<file path="src/rtl/mul_pkg.sv">
// mul_pkg: widths shared by the multiplier and the product accumulation stage.
`default_nettype none

package mul_pkg;
    localparam int unsigned OP_W       = 32;
    localparam int unsigned PROD_W     = 64;
    localparam int unsigned BEAT_W_DEF = 16;

    typedef logic [PROD_W-1:0] prod_t;
endpackage : mul_pkg

`default_nettype wire

</file>
<file path="src/rtl/prod_out_fifo.sv">
// ============================================================================
// prod_out_fifo: DEPTH-entry result buffer {data, ovf, beats} with registered
// ready (count < DEPTH). Rev 1.0
// ============================================================================
`default_nettype none

module prod_out_fifo #(
    parameter int unsigned DEPTH  = 2,
    parameter int unsigned DATA_W = 64,
    parameter int unsigned BEAT_W = 16
) (
    input  logic              clk,
    input  logic              rst_n,
    input  logic              i_push,
    input  logic [DATA_W-1:0] i_data,
    input  logic              i_ovf,
    input  logic [BEAT_W-1:0] i_beats,
    input  logic              i_pop,
    output logic              o_ready,
    output logic              o_valid,
    output logic [DATA_W-1:0] o_data,
    output logic              o_ovf,
    output logic [BEAT_W-1:0] o_beats
);
    localparam int unsigned PTR_W = (DEPTH > 1) ? $clog2(DEPTH) : 1;
    localparam int unsigned CNT_W = $clog2(DEPTH + 1);

    logic [DATA_W-1:0] r_data_mem [DEPTH];
    logic              r_ovf_mem  [DEPTH];
    logic [BEAT_W-1:0] r_beat_mem [DEPTH];
    logic [PTR_W-1:0]  r_wr_ptr;
    logic [PTR_W-1:0]  r_rd_ptr;
    logic [CNT_W-1:0]  r_count;
    logic              r_ready;

    logic              w_push;
    logic              w_pop;
    logic [CNT_W-1:0]  w_count_nxt;
    logic [PTR_W-1:0]  w_wr_nxt;
    logic [PTR_W-1:0]  w_rd_nxt;

    assign w_push   = i_push & r_ready;
    assign w_pop    = i_pop & (r_count != '0);
    assign w_wr_nxt = (r_wr_ptr == PTR_W'(DEPTH - 1)) ? '0 : r_wr_ptr + PTR_W'(1);
    assign w_rd_nxt = (r_rd_ptr == PTR_W'(DEPTH - 1)) ? '0 : r_rd_ptr + PTR_W'(1);

    always_comb begin
        w_count_nxt = r_count;
        if (w_push && !w_pop) begin
            w_count_nxt = r_count + CNT_W'(1);
        end else if (!w_push && w_pop) begin
            w_count_nxt = r_count - CNT_W'(1);
        end
    end

    // Memory is cleared on reset so every output reads zero while in reset.
    always_ff @(posedge clk or negedge rst_n) begin
        if (!rst_n) begin
            for (int i = 0; i < int'(DEPTH); i++) begin
                r_data_mem[i] <= '0;
                r_ovf_mem[i]  <= 1'b0;
                r_beat_mem[i] <= '0;
            end
            r_wr_ptr <= '0;
            r_rd_ptr <= '0;
            r_count  <= '0;
            r_ready  <= 1'b0;
        end else begin
            if (w_push) begin
                r_data_mem[r_wr_ptr] <= i_data;
                r_ovf_mem[r_wr_ptr]  <= i_ovf;
                r_beat_mem[r_wr_ptr] <= i_beats;
                r_wr_ptr             <= w_wr_nxt;
            end
            if (w_pop) begin
                r_rd_ptr <= w_rd_nxt;
            end
            r_count <= w_count_nxt;
            r_ready <= (w_count_nxt < CNT_W'(DEPTH));
        end
    end

    assign o_ready = r_ready;
    assign o_valid = (r_count != '0);
    assign o_data  = r_data_mem[r_rd_ptr];
    assign o_ovf   = r_ovf_mem[r_rd_ptr];
    assign o_beats = r_beat_mem[r_rd_ptr];
endmodule : prod_out_fifo

`default_nettype wire

</file>
<file path="src/rtl/prod_acc_stage.sv">
// ============================================================================
// prod_acc_stage: accumulates 64-bit product beats into group sums (or passes
// them through) and buffers results. Option macro: PROD_ACC_SAT_EN. Rev 1.0
// ============================================================================
`default_nettype none

module prod_acc_stage
    import mul_pkg::*;
#(
    parameter int unsigned DEPTH  = 2,
    parameter int unsigned BEAT_W = BEAT_W_DEF
) (
    input  logic              clk,
    input  logic              rst_n,
    input  logic              in_valid,
    output logic              in_ready,
    input  logic [PROD_W-1:0] in_prod,
    input  logic              in_last,
    input  logic              acc_en,
    output logic              out_valid,
    input  logic              out_ready,
    output logic [PROD_W-1:0] out_data,
    output logic              out_ovf,
    output logic [BEAT_W-1:0] out_beats
);
    logic [PROD_W-1:0] r_acc;
    logic              r_ovf;
    logic [BEAT_W-1:0] r_beat_cnt;

    logic              w_accept;
    logic [PROD_W:0]   w_sum;
    logic              w_grp_ovf;
    logic [PROD_W-1:0] w_grp_data;
    logic [BEAT_W-1:0] w_beat_inc;
    logic              w_push;
    logic [PROD_W-1:0] w_push_data;
    logic              w_push_ovf;
    logic [BEAT_W-1:0] w_push_beats;

    assign w_accept   = in_valid & in_ready;
    assign w_sum      = {1'b0, r_acc} + {1'b0, in_prod};
    assign w_grp_ovf  = r_ovf | w_sum[PROD_W];
    assign w_beat_inc = (&r_beat_cnt) ? r_beat_cnt : r_beat_cnt + BEAT_W'(1);

`ifdef PROD_ACC_SAT_EN
    assign w_grp_data = w_grp_ovf ? {PROD_W{1'b1}} : w_sum[PROD_W-1:0];
`else
    assign w_grp_data = w_sum[PROD_W-1:0];
`endif

    // Pass-through beats bypass the accumulator and never disturb a group in progress.
    assign w_push       = w_accept & (~acc_en | in_last);
    assign w_push_data  = acc_en ? w_grp_data : in_prod;
    assign w_push_ovf   = acc_en & w_grp_ovf;
    assign w_push_beats = acc_en ? w_beat_inc : BEAT_W'(1);

    always_ff @(posedge clk or negedge rst_n) begin
        if (!rst_n) begin
            r_acc      <= '0;
            r_ovf      <= 1'b0;
            r_beat_cnt <= '0;
        end else if (w_accept && acc_en) begin
            if (in_last) begin
                r_acc      <= '0;
                r_ovf      <= 1'b0;
                r_beat_cnt <= '0;
            end else begin
                r_acc      <= w_sum[PROD_W-1:0];
                r_ovf      <= w_grp_ovf;
                r_beat_cnt <= w_beat_inc;
            end
        end
    end

    prod_out_fifo #(
        .DEPTH  (DEPTH),
        .DATA_W (PROD_W),
        .BEAT_W (BEAT_W)
    ) u_out_fifo (
        .clk     (clk),
        .rst_n   (rst_n),
        .i_push  (w_push),
        .i_data  (w_push_data),
        .i_ovf   (w_push_ovf),
        .i_beats (w_push_beats),
        .i_pop   (out_ready),
        .o_ready (in_ready),
        .o_valid (out_valid),
        .o_data  (out_data),
        .o_ovf   (out_ovf),
        .o_beats (out_beats)
    );
endmodule : prod_acc_stage

`default_nettype wire
</file>
<file path="config.mk">
export PLATFORM = sky130hd
export DESIGN_NAME = prod_acc_stage
export DESIGN_NICKNAME = d
export VERILOG_FILES = /design/src/rtl/mul_pkg.sv /design/src/rtl/prod_out_fifo.sv /design/src/rtl/prod_acc_stage.sv
export SDC_FILE = /design/constraint.sdc
export NUM_CORES = 1
export LEC_CHECK = 0
export CAP_MARGIN = 20
export CORE_ASPECT_RATIO = 1.25
export CORE_UTILIZATION = 58
export DETAILED_ROUTE_END_ITERATION = 8
export PLACE_DENSITY = 0.81
export REMOVE_ABC_BUFFERS = 1
export SLEW_MARGIN = 20
export SYNTH_ARGS = -nofsm -noshare
export SYNTH_HDL_FRONTEND = slang
export SYNTH_SLANG_ARGS = --single-unit
</file>
<file path="constraint.sdc">
create_clock -name clk -period 3.6 [get_ports clk]
set_input_delay 0.36 -clock clk [delete_from_list [all_inputs] [get_ports clk]]
set_output_delay 0.36 -clock clk [all_outputs]
set_load 0.01 [all_outputs]
</file>
==> results.yml <==
clock_network:
  htreeDepth: 1
  postCtsSetupBuffers: 0
  clk_latency_ns: 0.54
  cts-root-buf: "clkbuf_16"
  path_clk_slew_ns: 0.06
  clock_path_buffers: 3
  clock_sinks: 248
  cts-buffers-inserted: 26
  cts_tree: "done"
placement:
  pre_cts_slack_ns: -0.397
  dp_hpwl_mm: 27.9
  port_buffers: 152
  routabilityCongestion: 0.950
sta:
  postLayoutSetupSlackWorst_ns: 0.200
  slew_headroom_pct: 31.3
  fin_crit_ns: 3.40
  setup_viol: 0
  fin_worst_hold_slack_ns: 0.365
  fin_crit_sh_pct: 94.4
  final_max_slew_viol_count: 0
  fin_skew_ns: 0.0102
  max_freq_mhz: 294
  worst_slew_pin_slew_ns: 1.03
  hold_viol_final: 0
finish:
  diodes: 0
  area.growth.synth_to_final_pct: 23.2
  fin_nets: 1930
  n_fill_cell: 1767
  layout-drive-gt1-share_pct: 14.5
grt:
  grt_pass1_vias: 13100
  grt.overflow.total: 0
  grt_pass1_wl_mm: 64.3
  antenna_found_initial: 0
  grt.total_usage_pct: 30.9
  grt_max_degree: 83
setup_path:
  crit_start: "r_acc[8]$_DFFE_PN0P_"
  end_kind: "flop"
  required_ns: 4.02
  cp_slowest_stage_delay_ns: 0.41
  crit_arrival_ns: 3.82
  cpMostUsedCell: "a211o_1"
  crit_fanout: 3
  path_cells: "ha_1, and2_4, and3_4, a211o_1, a21oi_2, o31ai_1, a211o_1, a221o_1, a31oi_1, xor2_1, a21oi_1, mux2_2"
  worst_r2r_startpoint: "r_acc[8]$_DFFE_PN0P_"
  slowest_stage: "a221o_1"
  path_class: "reg -> reg"
  critPathLaunchType: "flop"
synth:
  netlist.area_leader.share_pct: 42.0
  synth_area_leaders: "dfrtp_1 42%, o21ai_0 7.1%, nand2_1 6.6%"
  syn_inst: 1599
  synth_async_sr_flop_share_pct: 100
  yosysMostFrequentCell: "nand2_1"
  synth_edf_count: 0
  synth_common_cells: "261 x nand2_1, 248 x dfrtp_1, 209 x o21ai_0"
  synth_area_mm2: 0.0148
  synth-seq-area-share_pct: 42.0
  ys_ff_latch: 248
  ys.flop_type: "dfrtp_1"
  syn_area_per_cell_um2: 9.23
  synth_top_cell_by_area: "dfrtp_1"
  synth.distinct_cells: 60
  yosys_warnings: 0
pwr:
  p_per_area_mw_per_mm2: 854
  power_mw: 15.5
  p_leak_nw: 8.64
  ir_worst_vdd_mv: 0.567
route:
  postRouteWirelength_mm: 39.2
  first_pass_iters: 6
  wire_per_inst_um: 18.3
  viasPerCell: 6.01
  num_vias: 12900
  postRouteAntennaNets: 0
  route.detailed.drc: 0
  drt_iter0_drc: 720
floorplan:
  die_h_um: 180
  start_util_pct: 59.7
  ioPinCount: 153
  die_area_mm2: 0.0261
  core_area_mm2: 0.0247
  rows: 64
  die_x_um: 145
run:
  drv_cap: 0
min_path:
  hold_class: "in -> async"
outcome:
  outcome: "complete, no violations"
final timing paths:
path | to | cells past startpoint | slack (ns)
worst max register to register | u_out_fifo.r_data_mem[55]$_DFFE_PN0P_ | 12 | 0.20
worst min register to register | u_out_fifo.r_data_mem[36]$_DFFE_PN0P_ | 2 | 0.47
worst min-delay path | u_out_fifo.r_data_mem[17]$_DFFE_PN0P_ | 2 | 0.36
min in group clk | u_out_fifo.r_data_mem[36]$_DFFE_PN0P_ | 2 | 0.47
worst max-delay path | u_out_fifo.r_data_mem[55]$_DFFE_PN0P_ | 12 | 0.20
max in group asynchronous | u_out_fifo.r_beat_mem[24]$_DFFE_PN0P_ | 3 | 2.18
metrics by stage:
step	setup TNS, ns	util [%]	cell area [µm²]	instances
2_1_floorplan	0	-	14400	1502
3_3_place_gp	-8.83	69.7	17200	2092
3_5_place_dp	-12.61	69.7	17200	2092
4_1_cts	0	73.3	18100	2141
5_1_grt	-0.0166	73.5	18200	2141
6_report	0	73.5	18200	2141
area by class of cell:
type | instances | area, µm² | share of cell area, %
Sequential cell | 248 | 6210 | 34.1
Tap cell | 330 | 413 | 2.27
Timing Repair Buffer | 261 | 2410 | 13.2
Inverter | 29 | 109 | 0.599
Clock inverter | 9 | 135 | 0.743
Multi-Input combinational cell | 1225 | 8150 | 44.8
Clock buffer | 39 | 759 | 4.18
cells in the final DEF, fill, tap and decap left out, types with 46 or more instances in the layout:
cell type        netlist  final
nand2_1              261    260
nor2_1                69     68
ha_1                  68     68
mux2_2                87     87
a21o_1                46     46
buf_4                  0    104
a22o_1                56     56
o21ai_0              209    207
a21oi_1               86     86
dfrtp_1              248    247
clkdlybuf4s50_1        0    150
mux2i_1               56     56
where the power goes:
part           internal [mW]  switching (mW)
clock                   1.68            1.11
sequential              3.83           0.577
combinational           4.02            4.32
total                   9.52            6.01
critical path, delay by kind of cell (launching register included):
family | cells | cell delay, ns
xor+xnor | 1 | 0.21
flops | 1 | 0.38
compound gates | 7 | 1.71
simple gates | 2 | 0.37
fa+ha+maj | 1 | 0.32
mux | 1 | 0.30
kinds of logic (layout without fill, tap and decap cells):
group           count (synthesis)  count (layout)  synth area share [%]
compound gates                501             501                  21.1
xor+xnor                       73              73                  4.33
fa+ha+maj                      69              69                  5.90
buf+inv                       126             338                  3.21
flops                         248             248                  42.0
mux                           143             143                  10.4
simple gates                  439             439                  13.0
flip-flops by register name (all words and copies together), names as in the netlist:
register               cells
u_out_fifo.r_wr_ptr        1
u_out_fifo.r_count         2
u_out_fifo.r_ovf_mem       2
r_ovf                      1
u_out_fifo.r_rd_ptr        1
r_beat_cnt                16
r_acc                     64
u_out_fifo.r_beat_mem     32
u_out_fifo.o_ready         1
u_out_fifo.r_data_mem    128
per-layer routing:
metal / wire length, µm / vias up / GRT usage, %
met1: 16000 / 6277 / 37.0
met5: 0 / - / 0
met2: 20200 / 366 / 56.1
met3: 1570 / 91 / 3.16
li1: - / 6125 / -
met4: 1450 / 0 / 11.8
timing repair:
action                                  CTS  global route
hold buffers                              1             0
gates resized for setup                   0             9
hold endpoints to repair                 69             0
endpoints found under the setup margin    0            27
Power figures use the tool's default switching activity.
